File: src/rtl/param_sync_fifo.sv
// Parameterised synchronous FIFO with programmable almost-full/empty thresholds and sticky error flags.
// Define SYNC_FIFO_FWFT_EN for first-word-fall-through reads; default is a registered read port.
module param_sync_fifo #(
    parameter int DATA_WIDTH = 8,
    parameter int ADDR_WIDTH = 4
) (
    input  logic                  clk,
    input  logic                  rst,
    input  logic                  wr_en,
    input  logic [DATA_WIDTH-1:0] data_in,
    input  logic                  rd_en,
    output logic [DATA_WIDTH-1:0] data_out,
    output logic                  rd_valid,
    input  logic [ADDR_WIDTH:0]   af_thresh,
    input  logic [ADDR_WIDTH:0]   ae_thresh,
    output logic                  full,
    output logic                  empty,
    output logic                  almost_full,
    output logic                  almost_empty,
    output logic [ADDR_WIDTH:0]   count,
    output logic                  overflow,
    output logic                  underflow,
    input  logic                  clr_err
);

    localparam int unsigned DEPTH = 1 << ADDR_WIDTH;
    localparam logic [ADDR_WIDTH:0] FULL_CNT = {1'b1, {ADDR_WIDTH{1'b0}}};

    logic [DATA_WIDTH-1:0] mem_q [DEPTH];

    logic [ADDR_WIDTH:0] wr_ptr_q, wr_ptr_d;
    logic [ADDR_WIDTH:0] rd_ptr_q, rd_ptr_d;
    logic [ADDR_WIDTH:0] count_q, count_d;
    logic                full_q, empty_q, af_q, ae_q;
    logic                ovf_q, ovf_d, udf_q, udf_d;
    logic                wr_acc, rd_acc;

    always_comb begin
        wr_acc   = wr_en & ~full_q;
        rd_acc   = rd_en & ~empty_q;
        wr_ptr_d = wr_ptr_q + {{ADDR_WIDTH{1'b0}}, wr_acc};
        rd_ptr_d = rd_ptr_q + {{ADDR_WIDTH{1'b0}}, rd_acc};
        // Wrap-bit pointers make the difference the occupancy, 0..DEPTH.
        count_d  = wr_ptr_d - rd_ptr_d;
        ovf_d    = ovf_q;
        udf_d    = udf_q;
        if (wr_en && full_q) ovf_d = 1'b1;
        else if (clr_err)    ovf_d = 1'b0;
        if (rd_en && empty_q) udf_d = 1'b1;
        else if (clr_err)     udf_d = 1'b0;
    end

    always_ff @(posedge clk or posedge rst) begin
        if (rst) begin
            wr_ptr_q <= '0;
            rd_ptr_q <= '0;
            count_q  <= '0;
            full_q   <= 1'b0;
            empty_q  <= 1'b1;
            af_q     <= 1'b0;
            ae_q     <= 1'b1;
            ovf_q    <= 1'b0;
            udf_q    <= 1'b0;
        end else begin
            wr_ptr_q <= wr_ptr_d;
            rd_ptr_q <= rd_ptr_d;
            count_q  <= count_d;
            full_q   <= (count_d == FULL_CNT);
            empty_q  <= (count_d == '0);
            af_q     <= (count_d >= af_thresh);
            ae_q     <= (count_d <= ae_thresh);
            ovf_q    <= ovf_d;
            udf_q    <= udf_d;
        end
    end

    always_ff @(posedge clk) begin
        if (wr_acc) mem_q[wr_ptr_q[ADDR_WIDTH-1:0]] <= data_in;
    end

`ifdef SYNC_FIFO_FWFT_EN
    assign data_out = empty_q ? '0 : mem_q[rd_ptr_q[ADDR_WIDTH-1:0]];
    assign rd_valid = ~empty_q;
`else
    logic [DATA_WIDTH-1:0] dout_q;
    logic                  rvalid_q;

    always_ff @(posedge clk or posedge rst) begin
        if (rst) begin
            dout_q   <= '0;
            rvalid_q <= 1'b0;
        end else begin
            rvalid_q <= rd_acc;
            if (rd_acc) dout_q <= mem_q[rd_ptr_q[ADDR_WIDTH-1:0]];
        end
    end

    assign data_out = dout_q;
    assign rd_valid = rvalid_q;
`endif

    assign full         = full_q;
    assign empty        = empty_q;
    assign almost_full  = af_q;
    assign almost_empty = ae_q;
    assign count        = count_q;
    assign overflow     = ovf_q;
    assign underflow    = udf_q;

endmodule

File: config.mk
export PLATFORM = sky130hd
export DESIGN_NAME = param_sync_fifo
export DESIGN_NICKNAME = d
export VERILOG_FILES = /design/src/rtl/param_sync_fifo.sv
export SDC_FILE = /design/constraint.sdc
export NUM_CORES = 1
export LEC_CHECK = 0
export ABC_AREA = 1
export CORE_UTILIZATION = 50
export DETAILED_ROUTE_END_ITERATION = 12
export PLACE_DENSITY = 0.73
export SYNTH_ARGS = -nofsm -noshare
export SYNTH_HDL_FRONTEND = slang
export SYNTH_SLANG_ARGS = --single-unit
File: constraint.sdc
create_clock -name clk -period 3.6 [get_ports clk]
set_input_delay 0.72 -clock clk [delete_from_list [all_inputs] [get_ports clk]]
set_output_delay 0.72 -clock clk [all_outputs]
set_load 0.05 [all_outputs]
* Word level (Yosys, flattened, before mapping)
Memories as Yosys holds them, arrays and structs flattened. A register that Yosys moved wholly into a read port is not among the register bits.
Index checks and enable logic that the tools add are counted.
** Word-level totals
- Memories :: 1
- Bits of input ports :: 23
- Logic and storage cells :: 31
- Register bits :: 22
- RAM bits :: 128
- Output and inout bits :: 20
** Operators by class
- Magnitude comparators :: 2
- $add $sub $neg :: 3
- Eq/ne operators :: 1
- Bitwise gates (word level) :: 4
- Reduce and logical (&&, ||, !) cells :: 5
- Mux-type cells :: 5
** Memory list
- mem_q :: words 16, width 8, rd ports 1, clocked after memory_dff 1, write ports 1, RTL line 29 : logic [DATA_WIDTH-1:0] mem_q [DEPTH];
** Operator list (count)
- adder 5 x 1 -> 5 bit :: 2
- == test 5 bit, second input constant :: 1
- >= comparator 5 bit :: 1
- <= comparator 5 bit :: 1
- logical NOT 5 bit :: 1
- 2-to-1 mux 1 bit :: 5
- subtractor 5 bit :: 1
- nonzero test 2 bit :: 2
- AND 1 bit :: 2
- logical AND 1 bit :: 2
- NOT 1 bit :: 2

* Longest topological paths before layout
Gate-level depths: netlist of the first run.
- Depth in word-level cells :: 5
- Depth in mapped cells :: 18
- Depth with buffers taken out :: 17

* Worst setup path before layout of the first run
No wires, ideal clock.
- Kind :: input to register
- From :: input port rd_en
- To :: register af_q (netlist: almost_full)
- Arrival :: 3.413 ns
- Setup slack :: 0.070 ns
- Setup time :: 0.116 ns
- Path buffers :: 1
- Cell stages on the path :: 14
- Data required time :: 3.484 ns
- Cells stage by stage :: inv_1 nor2_1 clkbuf_1 ha_1 ha_1 fa_1 xnor2_1 inv_1 ha_1 o211ai_1 nand3b_1 maj3_2 nand2_1 nand2_1
** On the way
- Word-level cells in the longest chain between the ends :: 4
** RTL lines
- start: declaration :: RTL line 11 : input logic rd_en,
- AND 1 bit :: RTL line 40 : rd_acc = rd_en & ~empty_q;
- net rd_acc :: RTL line 36 : logic wr_acc, rd_acc;
- adder 5 x 1 -> 5 bit :: RTL line 42 : rd_ptr_d = rd_ptr_q + {{ADDR_WIDTH{1'b0}}, rd_acc};
- subtractor 5 bit :: RTL line 44 : count_d = wr_ptr_d - rd_ptr_d;
- net count_d[2] :: RTL line 33 : logic [ADDR_WIDTH:0] count_q, count_d;
- >= comparator 5 bit :: RTL line 70 : af_q <= (count_d >= af_thresh);
- end signal: assignment :: RTL line 70
- end: declaration :: RTL line 34 : logic full_q, empty_q, af_q, ae_q;
The timed path passes the listed nets, and every way through them passes these cells.
A chain may end at the register's enable or synchronous reset.

* Worst setup path in the final report of the first run
- From :: input port wr_en
- To :: register af_q (netlist: almost_full)
** On the way
- Word-level cells in the longest chain between the ends :: 4
** RTL lines
- start: declaration :: RTL line 9 : input logic wr_en,
- AND 1 bit :: RTL line 39 : wr_acc = wr_en & ~full_q;
- adder 5 x 1 -> 5 bit :: RTL line 41 : wr_ptr_d = wr_ptr_q + {{ADDR_WIDTH{1'b0}}, wr_acc};
- net wr_ptr_d[1] :: RTL line 31 : logic [ADDR_WIDTH:0] wr_ptr_q, wr_ptr_d;
- subtractor 5 bit :: RTL line 44
- net count_d[2] :: RTL line 33
- >= comparator 5 bit :: RTL line 70
The timed path passes the listed nets, and every way through them passes these cells.

==> results of run 1 <==
-- path summary, 6_finish.rpt --
kind	slack [ps]	depth (start not counted)	endpoint	startpoint
min reg2reg	520	1	wr_ptr_q[4]	wr_ptr_q[4]
min in group asynchronous	770	2	full	rst
max in group asynchronous	2160	3	data_out[2]	rst
max reg2reg	770	12	almost_full	empty
min	520	1	wr_ptr_q[4]	wr_ptr_q[4]
max	450	15	almost_full	wr_en
-- synth_stat cells --
cell        n  area [um^2]
o211ai_1    2         15.0
xor2_2      1         16.3
buf_4       2         15.0
dfrtp_1    28          701
inv_1      30          113
dfstp_2     2         52.6
nand3b_1    3         22.5
inv_2       4         15.0
maj3_2      1         11.3
edfxtp_1  128         3840
buf_6       1         11.3
o22ai_1     6         37.5
nand4_1     6         37.5
fa_1        1         20.0
a21oi_1     3         15.0
xor2_1      2         17.5
clkbuf_1   22         82.6
a31oi_1     8         50.1
ha_1       15          188
inv_4       1         6.26
nand3_1    22          110
nor2_4      3         33.8
o221ai_1   26          228
o21ai_1     3         15.0
nand2_2     2         12.5
nor2_1    100          375
nand2_1    42          158
xor2_4      1         27.5
o21ai_0    67          335
nand2_4     1         11.3
buf_2       2         10.0
nor2b_1     1         6.26
xnor2_1     1         8.76
nor2_2      1         6.26
-- per-stage QoR --
step / power (mW) / setup WS (ps) / area, um^2
detailed placement: 5.55 / 10.1 / 7330
global placement: 5.44 / 76.7 / 7330
floorplan: 4.61 / 70.3 / 6610
global route: 7.97 / 226 / 7980
CTS: 7.54 / 444 / 7980
finish: 7.52 / 451 / 7980
-- flip-flops by register name, summed over array words and instances (netlist names) --
name,cells
almost_empty,1
almost_full,1
count,5
data_out,8
empty,1
full,1
mem_q,128
overflow,1
rd_ptr_q,5
rd_valid,1
underflow,1
wr_ptr_q,5
-- kinds of logic after synthesis --
| family | synth area share |
|---|---|
| fa+ha+maj | 0.0331 |
| xor+xnor | 0.0106 |
| compound gates | 0.105 |
| buf+inv | 0.0382 |
| simple gates | 0.117 |
| flops | 0.696 |
-- worst max-delay path: cells and delay by family --
| family | cells | cell delay (ps) |
|---|---|---|
| xor+xnor | 1 | 170 |
| fa+ha+maj | 5 | 1590 |
| buf+inv | 4 | 620 |
| simple gates | 4 | 260 |
| compound gates | 1 | 110 |
-- report_power, final --
part	total [mW]	internal (mW)	leakage (nW)	switching (mW)
logic	3.08	1.06	1.13	2.02
registers	2.46	2.29	1.51	0.167
clock network	1.98	1.29	0.309	0.691
-- layer usage --
layer  share of wire  vias up  wire length (um)  GRT usage
li1                -     2065                 -          -
met1            0.40     2222              6110      0.301
met2            0.51      205              7820      0.410
met3           0.071       28              1090     0.0551
met4           0.020        0               313      0.100
met5               0        -                 0          0
-- final cells by class --
type / instances / area share
Multi-Input combinational cell: 318 / 0.220
Inverter: 35 / 0.0168
Tap cell: 172 / 0.0270
Sequential cell: 158 / 0.576
Clock buffer: 20 / 0.0547
Timing Repair Buffer: 69 / 0.0781
Clock inverter: 12 / 0.0271
==> results.sh, run 1 <==
export IMPL_status="finished, final reports clean"
export IMPL_antenna_found_initial=0
export IMPL_core_um2=12800
export IMPL_hold_viol=0
export IMPL_synth_seq_cells=158
export IMPL_nets=638
export IMPL_via_count=4520
export IMPL_fin_crit_sh=0.875
export IMPL_fin_setup_tns_ps=0
export IMPL_cp_slowest_cell="fa_1"
export IMPL_fmax_mhz=318
export IMPL_worst_slew_pin_slew_ps=991
export IMPL_final_cells=784
export IMPL_fillers=944
export IMPL_cts_tree="built"
export IMPL_grt_pass1_vias=4443
export IMPL_setup_viol_count_final=0
export IMPL_root_buffer="clkbuf_16"
export IMPL_drt_total_wl_um=15300
export IMPL_seq_area_frac_synth=0.696
export IMPL_postSynthCellCount=538
export IMPL_syn_area_per_cell_um2=12.3
export IMPL_worstPathCellList="clkdlybuf4s50_1 > inv_1 > nor2_1 > ha_1 > ha_1 > inv_1 > fa_1 > xnor2_1 > inv_1 > ha_1 > o211ai_1 > nand3b_1 > maj3_2 > nand2_1 > nand2_1"
export IMPL_cts_setup_buffers=0
export IMPL_grt_pass1_wl_um=23700
export IMPL_synth_area_um2=6610
export IMPL_synthesis_nets=577
export IMPL_die_area_um2=13700
export IMPL_place_congestion=0.799
export IMPL_leakage_nw=2.95
export IMPL_crit_required_ps=3920
export IMPL_maxSlewViolCount=0
export IMPL_end_kind="flop"
export IMPL_worst_path_largest_cell_delay_ps=450
export IMPL_rows=41
export IMPL_dp_cells=752
export IMPL_start_util=0.517
export IMPL_cts_reportedPaths_clkPinSlew_ps=60
export IMPL_cts_hold_buf=0
export IMPL_final_common_cell="edfxtp_1"
export IMPL_relSlewSlack=0.339
export IMPL_h_tree_depth=4
export IMPL_ant_nets=0
export IMPL_vias_per_cell=5.77
export IMPL_drtPass1Iterations=5
export IMPL_p_per_area_nw_per_um2=943
export IMPL_cts_resized=0
export IMPL_grt_max_degree=66
export IMPL_cts_sinks=158
export IMPL_path_class="input port to flop"
export IMPL_seq_area_um2=4600
export IMPL_synthDistinctLibCells=34
export IMPL_drive_gt1_frac=0.116
export IMPL_fin_util=0.625
export IMPL_start_kind="input port"
export IMPL_rsz0062_at_grt="false"
export IMPL_dieHeight_um=117
export IMPL_cap_violations=0
export IMPL_clock_path_buffers=2
export IMPL_period_needed_ps=3150
export IMPL_drtIter0Drc=687
export IMPL_die_w_um=117
export IMPL_antenna_cells=0
export IMPL_wl_per_cell_um=19.6
export IMPL_grt_overflow_total=0
export IMPL_drc=0
export IMPL_finalClockSkew_ps=5.60
export IMPL_critPathArrivalTime_ps=3470
export IMPL_cp_max_fo=3
export IMPL_layout_common_cells="128 x edfxtp_1, 100 x nor2_1, 67 x o21ai_0, 42 x nand2_1, 42 x clkdlybuf4s50_1"
export IMPL_area_delta_synth_final_pct=20.8
export IMPL_hpwl_um=9450
export IMPL_ios=43
export IMPL_io_buffers=42
export IMPL_cts_buffers=17
export IMPL_timing_hold_ws_ps=518
export IMPL_globalRouteTotalUtil=0.242
export IMPL_multi_input_area_um2=1760
export IMPL_ir_drop_mv=0.664
export IMPL_clk_latency_ps=430
export IMPL_hold_class="flop to flop"
export IMPL_synth_warnings=0
Note: power is estimated with default switching activity, not from simulation.
==> run 2, diff against run 1 <==
--- a/config.mk
+++ b/config.mk
@@ -12,3 +12,4 @@
 export SYNTH_ARGS = -nofsm -noshare
 export SYNTH_HDL_FRONTEND = slang
 export SYNTH_SLANG_ARGS = --single-unit
+export TNS_END_PERCENT = 30
==> results of run 2 <==
Same layout as run 1: the final DEF is identical, and so are final timing and power.
